### src/rtl/rv32_mem_pkg.sv
`default_nettype none
// ============================================================================
// rv32_mem_pkg : shared types and constants for the IF/DM memory arbiter
// Revision     : 1.0 - initial release
// ============================================================================
package rv32_mem_pkg;

  typedef enum logic [1:0] {
    ST_IDLE = 2'd0,
    ST_CMD  = 2'd1,
    ST_WAIT = 2'd2,
    ST_RESP = 2'd3
  } state_t;

  localparam logic       REQ_IF  = 1'b0;
  localparam logic       REQ_DM  = 1'b1;
  localparam logic [3:0] BE_FULL = 4'hF;
  localparam int         LAT_CW  = 4;

endpackage
`default_nettype wire

### src/rtl/rv32_mem_lat_timer.sv
`default_nettype none
// ============================================================================
// rv32_mem_lat_timer : loadable down-counter with zero flag (max latency 15)
// Revision           : 1.0 - initial release
// ============================================================================
module rv32_mem_lat_timer
  import rv32_mem_pkg::*;
(
  input  logic              clk,
  input  logic              rst,
  input  logic              load,
  input  logic [LAT_CW-1:0] load_val,
  input  logic              dec,
  output logic              zero
);

  logic [LAT_CW-1:0] cnt_q;
  logic [LAT_CW-1:0] cnt_d;

  always_comb begin
    cnt_d = cnt_q;
    if (load) begin
      cnt_d = load_val;
    end else if (dec && (cnt_q != '0)) begin
      cnt_d = cnt_q - LAT_CW'(1);
    end
  end

  always_ff @(posedge clk) begin
    if (rst) begin
      cnt_q <= '0;
    end else begin
      cnt_q <= cnt_d;
    end
  end

  assign zero = (cnt_q == '0);

endmodule
`default_nettype wire

### src/rtl/rv32_mem_arbiter.sv
`default_nettype none
// ============================================================================
// rv32_mem_arbiter : IF/DM arbiter onto one fixed-latency single-port memory
// Revision         : 1.0 - initial release
// ============================================================================
module rv32_mem_arbiter
  import rv32_mem_pkg::*;
#(
  parameter int ADDR_W     = 32,
  parameter int DATA_W     = 32,
  parameter int MEM_LAT    = 2,
  parameter int STARVE_MAX = 4
) (
  input  logic              clk,
  input  logic              rst,
  input  logic              if_req,
  input  logic [ADDR_W-1:0] if_addr,
  output logic              if_gnt,
  output logic              if_rvalid,
  output logic [DATA_W-1:0] if_rdata,
  input  logic              dm_req,
  input  logic              dm_we,
  input  logic [3:0]        dm_be,
  input  logic [ADDR_W-1:0] dm_addr,
  input  logic [DATA_W-1:0] dm_wdata,
  output logic              dm_gnt,
  output logic              dm_rvalid,
  output logic [DATA_W-1:0] dm_rdata,
  output logic              mem_en,
  output logic              mem_we,
  output logic [3:0]        mem_be,
  output logic [ADDR_W-1:0] mem_addr,
  output logic [DATA_W-1:0] mem_wdata,
  input  logic [DATA_W-1:0] mem_rdata,
  output logic              stall_if,
  output logic              stall_mem
);

  localparam int STV_W = $clog2(STARVE_MAX + 1);

  if ((MEM_LAT < 1) || (MEM_LAT > 15) || (DATA_W != 32)) begin : g_param_err
    $error("rv32_mem_arbiter: MEM_LAT must be 1..15 and DATA_W must be 32");
  end

  state_t             state_q, state_d;
  logic               winner_q, winner_d;
  logic               store_q, store_d;
  logic [STV_W-1:0]   starve_q, starve_d;
  logic               mem_en_q, mem_en_d;
  logic               mem_we_q, mem_we_d;
  logic [3:0]         mem_be_q, mem_be_d;
  logic [ADDR_W-1:0]  mem_addr_q, mem_addr_d;
  logic [DATA_W-1:0]  mem_wdata_q, mem_wdata_d;
  logic               if_rvalid_q, if_rvalid_d;
  logic               dm_rvalid_q, dm_rvalid_d;

  logic               starve_max;
  logic               win_sel;
  logic               grant;
  logic               tmr_load;
  logic               tmr_dec;
  logic               tmr_zero;

  assign starve_max = (starve_q == STV_W'(STARVE_MAX));

  // Data side wins ties unless fetch has been passed over STARVE_MAX times.
  always_comb begin
    win_sel = REQ_IF;
    if (dm_req && (!if_req || !starve_max)) begin
      win_sel = REQ_DM;
    end
  end

  assign grant  = ~rst & (state_q == ST_IDLE) & (if_req | dm_req);
  assign if_gnt = grant & (win_sel == REQ_IF);
  assign dm_gnt = grant & (win_sel == REQ_DM);

  rv32_mem_lat_timer u_lat_timer (
    .clk      (clk),
    .rst      (rst),
    .load     (tmr_load),
    .load_val (LAT_CW'(MEM_LAT - 1)),
    .dec      (tmr_dec),
    .zero     (tmr_zero)
  );

  always_comb begin
    state_d     = state_q;
    winner_d    = winner_q;
    store_d     = store_q;
    mem_en_d    = 1'b0;
    mem_we_d    = 1'b0;
    mem_be_d    = '0;
    mem_addr_d  = '0;
    mem_wdata_d = '0;
    if_rvalid_d = 1'b0;
    dm_rvalid_d = 1'b0;
    tmr_load    = 1'b0;
    tmr_dec     = 1'b0;
    case (state_q)
      ST_IDLE: begin
        if (grant) begin
          state_d  = ST_CMD;
          winner_d = win_sel;
          tmr_load = 1'b1;
          mem_en_d = 1'b1;
          if (win_sel == REQ_DM) begin
            store_d     = dm_we;
            mem_we_d    = dm_we;
            mem_be_d    = dm_be;
            mem_addr_d  = dm_addr;
            mem_wdata_d = dm_wdata;
          end else begin
            store_d    = 1'b0;
            mem_be_d   = BE_FULL;
            mem_addr_d = if_addr;
          end
        end
      end
      // Timer holds MEM_LAT-1 during CMD, so a zero here means the data is due next cycle.
      ST_CMD, ST_WAIT: begin
        if (tmr_zero) begin
          state_d     = ST_RESP;
          if_rvalid_d = (winner_q == REQ_IF);
          dm_rvalid_d = (winner_q == REQ_DM);
        end else begin
          state_d = ST_WAIT;
          tmr_dec = 1'b1;
        end
      end
      ST_RESP: state_d = ST_IDLE;
      default: state_d = ST_IDLE;
    endcase
  end

  always_comb begin
    starve_d = starve_q;
    if (!if_req || if_gnt) begin
      starve_d = '0;
    end else if (dm_gnt && !starve_max) begin
      starve_d = starve_q + STV_W'(1);
    end
  end

  always_ff @(posedge clk) begin
    if (rst) begin
      state_q     <= ST_IDLE;
      winner_q    <= REQ_IF;
      store_q     <= 1'b0;
      starve_q    <= '0;
      mem_en_q    <= 1'b0;
      mem_we_q    <= 1'b0;
      mem_be_q    <= '0;
      mem_addr_q  <= '0;
      mem_wdata_q <= '0;
      if_rvalid_q <= 1'b0;
      dm_rvalid_q <= 1'b0;
    end else begin
      state_q     <= state_d;
      winner_q    <= winner_d;
      store_q     <= store_d;
      starve_q    <= starve_d;
      mem_en_q    <= mem_en_d;
      mem_we_q    <= mem_we_d;
      mem_be_q    <= mem_be_d;
      mem_addr_q  <= mem_addr_d;
      mem_wdata_q <= mem_wdata_d;
      if_rvalid_q <= if_rvalid_d;
      dm_rvalid_q <= dm_rvalid_d;
    end
  end

  assign mem_en    = mem_en_q;
  assign mem_we    = mem_we_q;
  assign mem_be    = mem_be_q;
  assign mem_addr  = mem_addr_q;
  assign mem_wdata = mem_wdata_q;
  assign if_rvalid = if_rvalid_q;
  assign dm_rvalid = dm_rvalid_q;
  assign if_rdata  = if_rvalid_q ? mem_rdata : '0;
  assign dm_rdata  = (dm_rvalid_q && !store_q) ? mem_rdata : '0;
  assign stall_if  = if_req & ~if_rvalid_q;
  assign stall_mem = dm_req & ~dm_rvalid_q;

endmodule
`default_nettype wire
### config.mk
export PLATFORM = sky130hd
export DESIGN_NAME = rv32_mem_arbiter
export DESIGN_NICKNAME = d
export VERILOG_FILES = /design/src/rtl/rv32_mem_pkg.sv /design/src/rtl/rv32_mem_lat_timer.sv /design/src/rtl/rv32_mem_arbiter.sv
export SDC_FILE = /design/constraint.sdc
export NUM_CORES = 1
export LEC_CHECK = 0
export BUFFER_PORTS_ARGS = -buffer_cell sky130_fd_sc_hd__buf_2
export CAP_MARGIN = 10
export CORE_AREA = 2 2 108 110
export DETAILED_ROUTE_END_ITERATION = 12
export DIE_AREA = 0 0 110 112
export PLACE_DENSITY_LB_ADDON = 0.12
export REMOVE_ABC_BUFFERS = 1
export SYNTH_ARGS = -nofsm -noshare
export SYNTH_HDL_FRONTEND = slang
export SYNTH_SLANG_ARGS = --single-unit
### constraint.sdc
create_clock -name clk -period 1.7 [get_ports clk]
set_input_delay 0.085 -clock clk [delete_from_list [all_inputs] [get_ports clk]]
set_output_delay 0.085 -clock clk [all_outputs]
set_load 0.005 [all_outputs]
==> results.yml <==
floorplanning:
  die_w_um: 110
  dieArea_sq_um: 12300
  rows: 39
  die_h_um: 112
  core_sq_um: 11200
  ios: 277
  initial_core_util_pct: 27.6
synth:
  synthArstFlopShare_pct: 0
  synthesis.area_sq_um: 3080
  yosys_most_used_dff: "dfxtp_1"
  ys_seq_elements: 83
  synth_seq_area_share_pct: 53.9
  synth_edf_count: 0
  synthMuxAreaShare_pct: 0.650
  yosys_warnings: 0
  synth_xor_xnor_area_share_pct: 1.14
  synth_top_cells_by_area: "dfxtp_1 54%, and2_1 20%, a22o_1 9.4%"
  synth_area_per_cell_sq_um: 10.5
  yosys.area_share.adder_pct: 2.03
  ys_types: 28
  synthCells: 294
  synth_compound_area_share_pct: 13.2
  yosys.cell_count.top_type: "and2_1"
  post-synth-top-area-cell: "dfxtp_1"
  synth_top_area_share_pct: 53.9
  synthSimpleGateAreaFrac_pct: 25.0
  synth_common_cells: "97 x and2_1, 83 x dfxtp_1, 33 x a22o_1, 9 x clkbuf_1, 7 x inv_1"
  synth_top_family_by_area: "simple AND/OR/NAND/NOR gates"
layout:
  multi_input_comb_area_sq_um: 1360
  num-fill-cells: 989
  ff_latch_area_sq_um: 1660
  syn2layout_area_growth_pct: 100
  fin_cells: 828
  drive_gt1_share_pct: 47.1
  final_nets: 822
sta:
  fmax_mhz: 608
  relSlewSlack_pct: 76.9
  tightest_slew_ns: 0.343
  fin_tns_setup_ns: 0
  finalMaxSlewViolations: 0
  finalHoldViolCount: 0
  fin_crit_ns: 1.64
  post-route-period-util_pct: 96.8
  clock_skew_ns: 0.00584
  finalSetupViolCount: 0
  setup_ws_ns: 0.0550
worst_setup_path:
  crit_required_ns: 1.92
  crit_path_end_kind: "flop"
  cp_data_arrival_time_ns: 1.87
  cp_max_fo: 15
  criticalPathCategory: "reg -> reg"
  crit_path_start_kind: "flop"
placed_design:
  gp_congestion: 0.742
  dpl.cell_count: 701
  dp_hpwl_um: 8100
  place_ws_ns: 0.124
  port_buffers: 276
global_route:
  antenna_found_initial: 1
  grt_overflow: 0
  global_route.usage.total_pct: 19.2
  grt_pass1_vias: 3603
  grt_start_max_net_pins: 35
  grt_pass1_wl_um: 17900
routing:
  vias: 3528
  post_drt_wl_per_cell_um: 14.4
  wl_um: 11900
  antenna_left: 0
  drc_errors: 0
  first_iter_violations: 126
  firstDrtPassIters: 4
  via_per_inst: 4.26
flow_run:
  drv_cap: 0
run_status:
  status: "completed"
pwr:
  leakage_nw: 3.28
  power_density_nw_per_um2: 1100
  max-vdd-ir-drop_mv: 0.736
clock_network:
  cts_tree: "yes"
  cts.htree.levels: 3
  cts.sinks: 83
  clk_latency_ns: 0.33
  clock_path_buffers: 2
  root_buffer: "clkbuf_16"
  cts_buffers: 9
  clk_pin_slew_ns: 0.06
hold_path:
  min_path_type: "in -> reg"
## cells in the final DEF (no fill, tap or decap), types with 2 or more instances in the layout
cell	synthesis	final
buf_2	6	275
dlygate4sd3_1	0	101
and2_1	97	97
dfxtp_1	83	81
a22o_1	33	33
buf_4	0	10
clkbuf_16	0	9
a21o_1	6	6
inv_1	7	5
nor2_1	5	5
nor2b_1	4	4
nand2_1	6	4
a21oi_1	5	4
nand3_1	3	3
xnor2_1	3	3
ha_1	5	3
clkinv_4	0	3
buf_12	0	3
inv_2	0	2
nand2_2	0	2
mux2i_1	2	2
a211oi_1	2	2
nor3_1	2	2
ha_4	0	2
bufinv_16	0	2
bufbuf_16	0	2
buf_6	3	2
dfxtp_2	0	2
## state kept, by name, indices dropped and copies added (netlist names), 2 cells and up
register,flops
mem_addr,32
mem_wdata,32
mem_be,4
u_lat_timer.cnt_q,4
starve_q,3
state_q,2
## worst max-delay path: stages, from the launching register on
cell and delay [ns]:
dfxtp_2 0.33, inv_2 0.05, ha_4 0.15, and2b_2 0.22
nand2_2 0.09, a21oi_4 0.05, buf_4 0.14, bufbuf_16 0.28
a22o_1 0.23
## stage by stage
step	power (mW)	hold slack [ns]	area [sq um]	util (%)
final	6.80	0.104	6160	55.1
after global routing	7.24	0.0953	6160	55.1
after CTS	6.74	0.0710	6080	54.5
after detailed placement	4.34	0.285	4640	41.5
after global placement	4.32	0.281	4640	41.5
after floorplan	3.37	0.154	2980	-
## metal layers
layer | global-route usage (%) | vias to the layer above | wire length, um
li1 | - | 1745 | -
met1 | 18.5 | 1573 | 4080
met2 | 36.0 | 189 | 6260
met3 | 6.67 | 21 | 1260
met4 | 8.10 | 0 | 286
met5 | 0 | - | 0
## area by class of cell
cell class,count,share of cell area [%]
well taps,143,2.90
clock inverters,6,1.48
clock buffers,9,3.66
inverters,7,0.426
repair buffers,393,42.4
diodes,1,0.0406
multi-input cells,186,22.1
flip-flops and latches,83,27.0
## worst paths after layout
path	from	end	slack, ns	cells past startpoint
hold reg to reg	winner_q	if_rvalid	0.46	1
setup reg to reg	state_q[1]	mem_addr[16]	0.06	8
hold / removal	rst	state_q[1]	0.10	2
setup / recovery	state_q[1]	mem_addr[16]	0.06	8
## power breakdown
| part | leakage (nW) | switching (mW) | internal, mW |
|---|---|---|---|
| logic | 2.44 | 1.03 | 1.31 |
| clock network | 0.155 | 0.781 | 1.28 |
| registers | 0.680 | 0.115 | 2.29 |
## logic make-up after synthesis
logic type,Yosys count
buffers and inverters,25
flip-flops,83
AND/OR/NAND/NOR,126
multiplexers,2
XOR/XNOR,4
AO/OA/AOI/OAI,49
adder cells (fa/ha/maj),5
## what timing repair did
action	4_1_cts	5_1_grt
resized for setup	4	12
cloned	2	0
pin swaps	0	5
hold buffers	101	0
setup endpoints to repair	2	72
hold endpoints to repair	70	0
setup buffers	5	3
Power figures use the tool's default switching activity.
